$ cat config.mk
export PLATFORM = sky130hd
export DESIGN_NAME = traffic_checker_lane
export DESIGN_NICKNAME = d
export VERILOG_FILES = /design/src/rtl/traffic_checker.sv
export SDC_FILE = /design/constraint.sdc
export NUM_CORES = 1
export LEC_CHECK = 0
export ABC_CLOCK_PERIOD_IN_PS = 4450
export CAP_MARGIN = 20
export CORE_AREA = 2 2 39 41
export DETAILED_ROUTE_END_ITERATION = 12
export DIE_AREA = 0 0 41 43
export PLACE_DENSITY = 0.89
export SYNTH_ARGS = -nofsm -noshare
export SYNTH_HDL_FRONTEND = slang
export SYNTH_SLANG_ARGS = --single-unit
$ cat constraint.sdc
create_clock -name vclk -period 4.45
set_input_delay 0.6675 -clock vclk [all_inputs]
set_output_delay 0.6675 -clock vclk [all_outputs]
set_load 0.03 [all_outputs]
$ cat src/rtl/traffic_checker.sv
// AXI Stream sink: checks framing, TKEEP and payload of the generator stream,
// counts flits/packets and keeps saturating per-class error counters.

// One 32-bit word of the beat: expected keep and fill-pattern payload check.
module traffic_checker_lane #(
  parameter int LANE  = 0,
  parameter int BYTES = 64
) (
  input  logic [31:0] word,
  input  logic [3:0]  keep,
  input  logic        last,
  input  logic [7:0]  lfb,
  input  logic [1:0]  fill,
  output logic        data_bad,
  output logic        keep_bad
);
  localparam logic [31:0] PATTERN = 32'hDEADBEEF;

  logic [3:0] exp_keep;
  logic [3:0] byte_bad;

  always_comb begin
    exp_keep = '0;
    byte_bad = '0;
    for (int b = 0; b < 4; b++) begin
      // byte position counted from the top of the bus must fall inside last_flit_bytes
      exp_keep[b] = !last || (32'(BYTES - 1 - (4 * LANE + b)) < {24'd0, lfb});
      case (fill)
        2'b00:   byte_bad[b] = keep[b] && (word[8*b +: 8] != 8'h00);
        2'b11:   byte_bad[b] = keep[b] && (word[8*b +: 8] != PATTERN[8*b +: 8]);
        default: byte_bad[b] = 1'b0;
      endcase
    end
  end

  assign data_bad = |byte_bad;
  assign keep_bad = (keep != exp_keep);
endmodule


==> results of run 1 <==
-- cell families (layout without fill, tap and decap cells) --
family	count (synthesis)	count (layout)	synth area share [%]
and+or+nand+nor	26	26	54.76
AOI/OAI and AO/OA	11	11	29.05
xor gates and xnor gates	3	3	10.00
adders and majority gates	1	1	4.761
buffers and inverters	1	50	1.427
-- layout by cell type, fill, tap and decap left out --
cell type / n
a41oi_1: 1
nor3_1: 3
a31oi_1: 1
nand3_1: 2
nand2_1: 1
nor2_1: 7
nor4_1: 5
inv_1: 1
a21oi_1: 4
o31ai_1: 2
clkdlybuf4s50_1: 49
ha_1: 1
and4_1: 1
nand4_1: 5
o41ai_2: 1
or4_1: 1
and4_2: 1
o21ai_0: 2
xor2_1: 3
-- power by group through the flow --
stage / Combinational (uW) / Clock (uW) / Sequential (uW)
finish: 61.2 / 0 / 0
global route: 66.7 / 0 / 0
CTS: 61.8 / 0 / 0
detailed placement: 61.7 / 0 / 0
global placement: 60.2 / 0 / 0
floorplan: 11.9 / 0 / 0
-- worst max-delay path: cells and delay by family --
| family | cells | cell delay, ns |
|---|---|---|
| AND/OR/NAND/NOR | 2 | 0.68 |
| buffers and inverters | 2 | 1.02 |
| AO/OA/AOI/OAI | 3 | 0.42 |
| adder cells (fa/ha/maj) | 1 | 0.30 |
-- per-stage QoR --
| stage | hold WS [ns] | cells | util [%] |
|---|---|---|---|
| 6_report | 2.527 | 107 | 55.88 |
| 3_3_place_gp | 2.535 | 107 | 55.88 |
| 5_1_grt | 2.578 | 107 | 55.88 |
| 4_1_cts | 2.535 | 107 | 55.88 |
| 2_1_floorplan | 1.553 | 42 | - |
| 3_5_place_dp | 2.530 | 107 | 55.88 |
-- layer usage --
| metal | wire [um] | vias up |
|---|---|---|
| li1 | - | 277 |
| met1 | 419 | 231 |
| met2 | 620 | 30 |
| met3 | 142 | 0 |
| met4 | 0 | 0 |
| met5 | 0 | - |
-- worst paths after layout --
path / from / endpoint / slack, ns
max: fill[0] / data_bad / 0.71
min: fill[1] / data_bad / 2.53
-- cell type report --
| type | instances | area [um^2] |
|---|---|---|
| fill | 135 | 610.6 |
| timing repair buffer | 49 | 490.5 |
| multi-input combinational | 41 | 259.0 |
| tap | 16 | 20.02 |
| inverter | 1 | 3.754 |
==> impl_metrics.tcl, run 1 <==
set metrics [dict create \
    run_status "finished, final reports clean" \
    endpoint_kind "primary output" \
    clockBufferCount 0 \
    grt_start_max_net_pins 9 \
    num_vias 538 \
    synthesis.nets 90 \
    drc_errors 0 \
    timing.final.hold_violations 0 \
    die_x_um 41 \
    crit_path_top_delay_cell "clkdlybuf4s50_1" \
    grt_pass1_vias 472 \
    crit_type "input pin to primary output" \
    yosysTopAreaCell "nand4_1" \
    required_ns 3.78 \
    gp_congestion 0.5806 \
    placed_cell_area_um2 773.2 \
    drtAntennaViolNets 0 \
    max_slew_margin_pct 79.80 \
    post-synth-top-count-cell "nor2_1" \
    postCtsSetupBuffers 0 \
    fin_tns_setup_ns 0 \
    grt_pass1_wl_mm 1.787 \
    grt_usage_pct 13.89 \
    globalRouteMet3Util_pct 0.5236 \
    area_delta_synth_final_pct 194.3 \
    nets 141 \
    rsz0062_at_grt "no" \
    synth_top_area_share_pct 11.90 \
    grt-ovfl-total 0 \
    seq_cells 0 \
    critPathMaxFanout 8 \
    antenna_cells 0 \
    cp.arrival_ns 3.08 \
    path_cells "clkdlybuf4s50_1 > ha_1 > or4_1 > nor3_1 > a31oi_1 > o41ai_2 > a41oi_1 > clkdlybuf4s50_1" \
    clock.fmax_mhz 267.0 \
    dieArea_mm2 0.001763 \
    worst_slack_ns 0.7051 \
    p_switching_uw 17.72 \
    syn_area_per_cell_um2 6.256 \
    power_uw 61.19 \
    die_y_um 43 \
    ys_seq_area_share_pct 0 \
    sw_frac_of_total_pct 28.97 \
    yosys-top-cells-count "nor2_1, nand4_1, nor4_1" \
    ir_drop_uv 29.32 \
    final_area_um2 773.2 \
    power.density_mw_per_mm2 79.13 \
    p_seq_share_pct 0 \
    p_int_uw 43.46 \
    portBuffers 49 \
    first_pass_iters 4 \
    max_stage_delay_ns 0.61 \
    setup_violations 0 \
    synth_area_leaders "nand4_1, nor4_1, nor2_1" \
    worst_pin_slew_ns 0.3020 \
    hp-class "input pin to primary output" \
    ys.warnings.count 0 \
    io_pins 49 \
    post-route-period-util_pct 84.16 \
    drt-total-wl_mm 1.181 \
    comb_power_share_pct 100.0 \
    busiest_layer "met2" \
    wire_per_inst_um 11.04 \
    synth_area_um2 262.8 \
    dp_worst_setup_slack_ns 0.6693 \
    core-area_mm2 0.001384 \
    path_common_cell "clkdlybuf4s50_1" \
    vias_per_cell 5.028 \
    cts_resized 0 \
    cellLeakagePower_uw 0.0002641 \
    period_minus_slack_ns 3.745 \
    start_kind "input pin" \
    cts_hold_buffers 0 \
    start_util_pct 18.99 \
    met2_usage_pct 27.19 \
    grt_use_met1_pct 16.14 \
    dp_hpwl_mm 1.130 \
    clkPwrFrac_pct 0 \
    maxCapViolCount 0 \
    drtIter0Drc 3 \
    drv_slew 0 \
    row_count 14 \
    synthCells 42 \
    antenna_found_initial 0 \
    seqCellArea_um2 0 \
    hold_path_depth 4 \
    drive_above_1_share_pct 2.198 \
    yosysUniqueCellTypes 18 \
]
No activity file was read; power rests on OpenSTA's default activity.
==> inputs of run 2 (changes only) <==
- ABC_CLOCK_PERIOD_IN_PS: 4450 -> 3240
- CORE_AREA: 2 2 39 41 -> unset
- CORE_UTILIZATION: unset -> 19
- DIE_AREA: 0 0 41 43 -> unset
- clock period: 4.45 -> 3.24 ns (I/O delays scaled with it)
==> impl_metrics.tcl, run 2 (synthesized netlist as in run 1, its figures left out) <==
set metrics [dict create \
    antenna_cells 0 \
    max_slew_margin_pct 79.28 \
    nets 142 \
    antenna_found_initial 0 \
    critPathMaxFanout 2 \
    dp_worst_setup_slack_ns -0.04071 \
    grt_pass1_vias 456 \
    grt_start_max_net_pins 8 \
    die_y_um 39.19 \
    drt-total-wl_mm 1.085 \
    rsz0062_at_grt "no" \
    worst_pin_slew_ns 0.3098 \
    layout_commonest_cell "clkdlybuf4s50_1" \
    post-route-period-util_pct 93.15 \
    dp_hpwl_mm 1.016 \
    endpoint_kind "primary output" \
    portBuffers 49 \
    first_pass_iters 2 \
    cp.arrival_ns 2.53 \
    final_cells 107 \
    area_delta_synth_final_pct 196.2 \
    io_pins 49 \
    grt_pass1_wl_mm 1.614 \
    drtAntennaViolNets 0 \
    row_count 13 \
    setup_violations 0 \
    grt-ovfl-total 0 \
    start_kind "input pin" \
    dp_cells 107 \
    hp-class "input pin to primary output" \
    clockBufferCount 0 \
    cellLeakagePower_uw 0.0002708 \
    ir_drop_uv 42.69 \
    drtIter0Drc 1 \
    maxCapViolCount 0 \
    power.density_mw_per_mm2 107.5 \
    run_status "finished, final reports clean" \
    num_vias 535 \
    drc_errors 0 \
    crit_type "input pin to primary output" \
    clock.fmax_mhz 331.3 \
    seq_cells 0 \
    drive_above_1_share_pct 3.261 \
    seqCellArea_um2 0 \
    start_util_pct 20.19 \
    wire_per_inst_um 10.14 \
    timing.final.hold_violations 0 \
    drv_slew 0 \
    grt_usage_pct 14.32 \
    period_minus_slack_ns 3.018 \
    worst_slack_ns 0.2219 \
    final_cell_mix "clkdlybuf4s50_1, nor2_1, nand4_1, nor4_1, a21oi_1" \
    required_ns 2.75 \
    core-area_mm2 0.001301 \
    dieArea_mm2 0.001535 \
    vias_per_cell 5.000 \
    gp_congestion 0.5923 \
    die_x_um 39.19 \
]
[run 2: power breakdown]
| part | internal (uW) | switching [uW] |
|---|---|---|
| sequential | 0 | 0 |
| clock | 0 | 0 |
| combinational | 59.4 | 24.3 |
| total | 59.4 | 24.3 |
[run 2: path summary, 6_finish.rpt]
kind	startpoint	to	slack, ns	cells past startpoint
hold / removal	keep[1]	data_bad	1.95	4
setup / recovery	fill[0]	data_bad	0.22	8
[run 2: final cells by class]
type | instances | area [um^2]
Fill cell | 129 | 523.0
Inverter | 1 | 3.754
Multi-Input combinational cell | 41 | 259.0
Tap cell | 15 | 18.77
Timing Repair Buffer | 50 | 496.7
[run 2: repair_timing]
item,CTS,global route
resized for setup,1,0
endpoints found under the setup margin,1,0
hold buffers,0,0
buffers inserted,0,0
[run 2: per-stage QoR]
stage	instance area (um^2)	utilization (%)	power, uW	TNS (ns)	hold slack (ns)
final	778.2	59.81	83.65	0	1.952
after detailed placement	779.5	59.90	85.01	-0.04071	2.194
after CTS	778.2	59.81	84.37	0	1.959
after floorplan	262.8	-	16.40	0	1.190
after global routing	778.2	59.81	90.68	0	1.991
after global placement	779.5	59.90	83.59	0	2.177
[run 2: critical path: stages]
cell and delay (ns):
clkdlybuf4s50_1 0.40, ha_1 0.21, or4_1 0.51, nor3_1 0.14, a31oi_1 0.07, o41ai_2 0.20
a41oi_1 0.14, dlygate4sd2_1 0.38
[run 2: routing by layer]
metal / GRT usage, % / part of all wire (%) / up-vias
met3: 1.156 / 11 / 0
met1: 16.89 / 40 / 223
li1: - / - / 281
met2: 28.75 / 49 / 31
met4: 0 / 0 / 0
met5: 0 / 0 / -
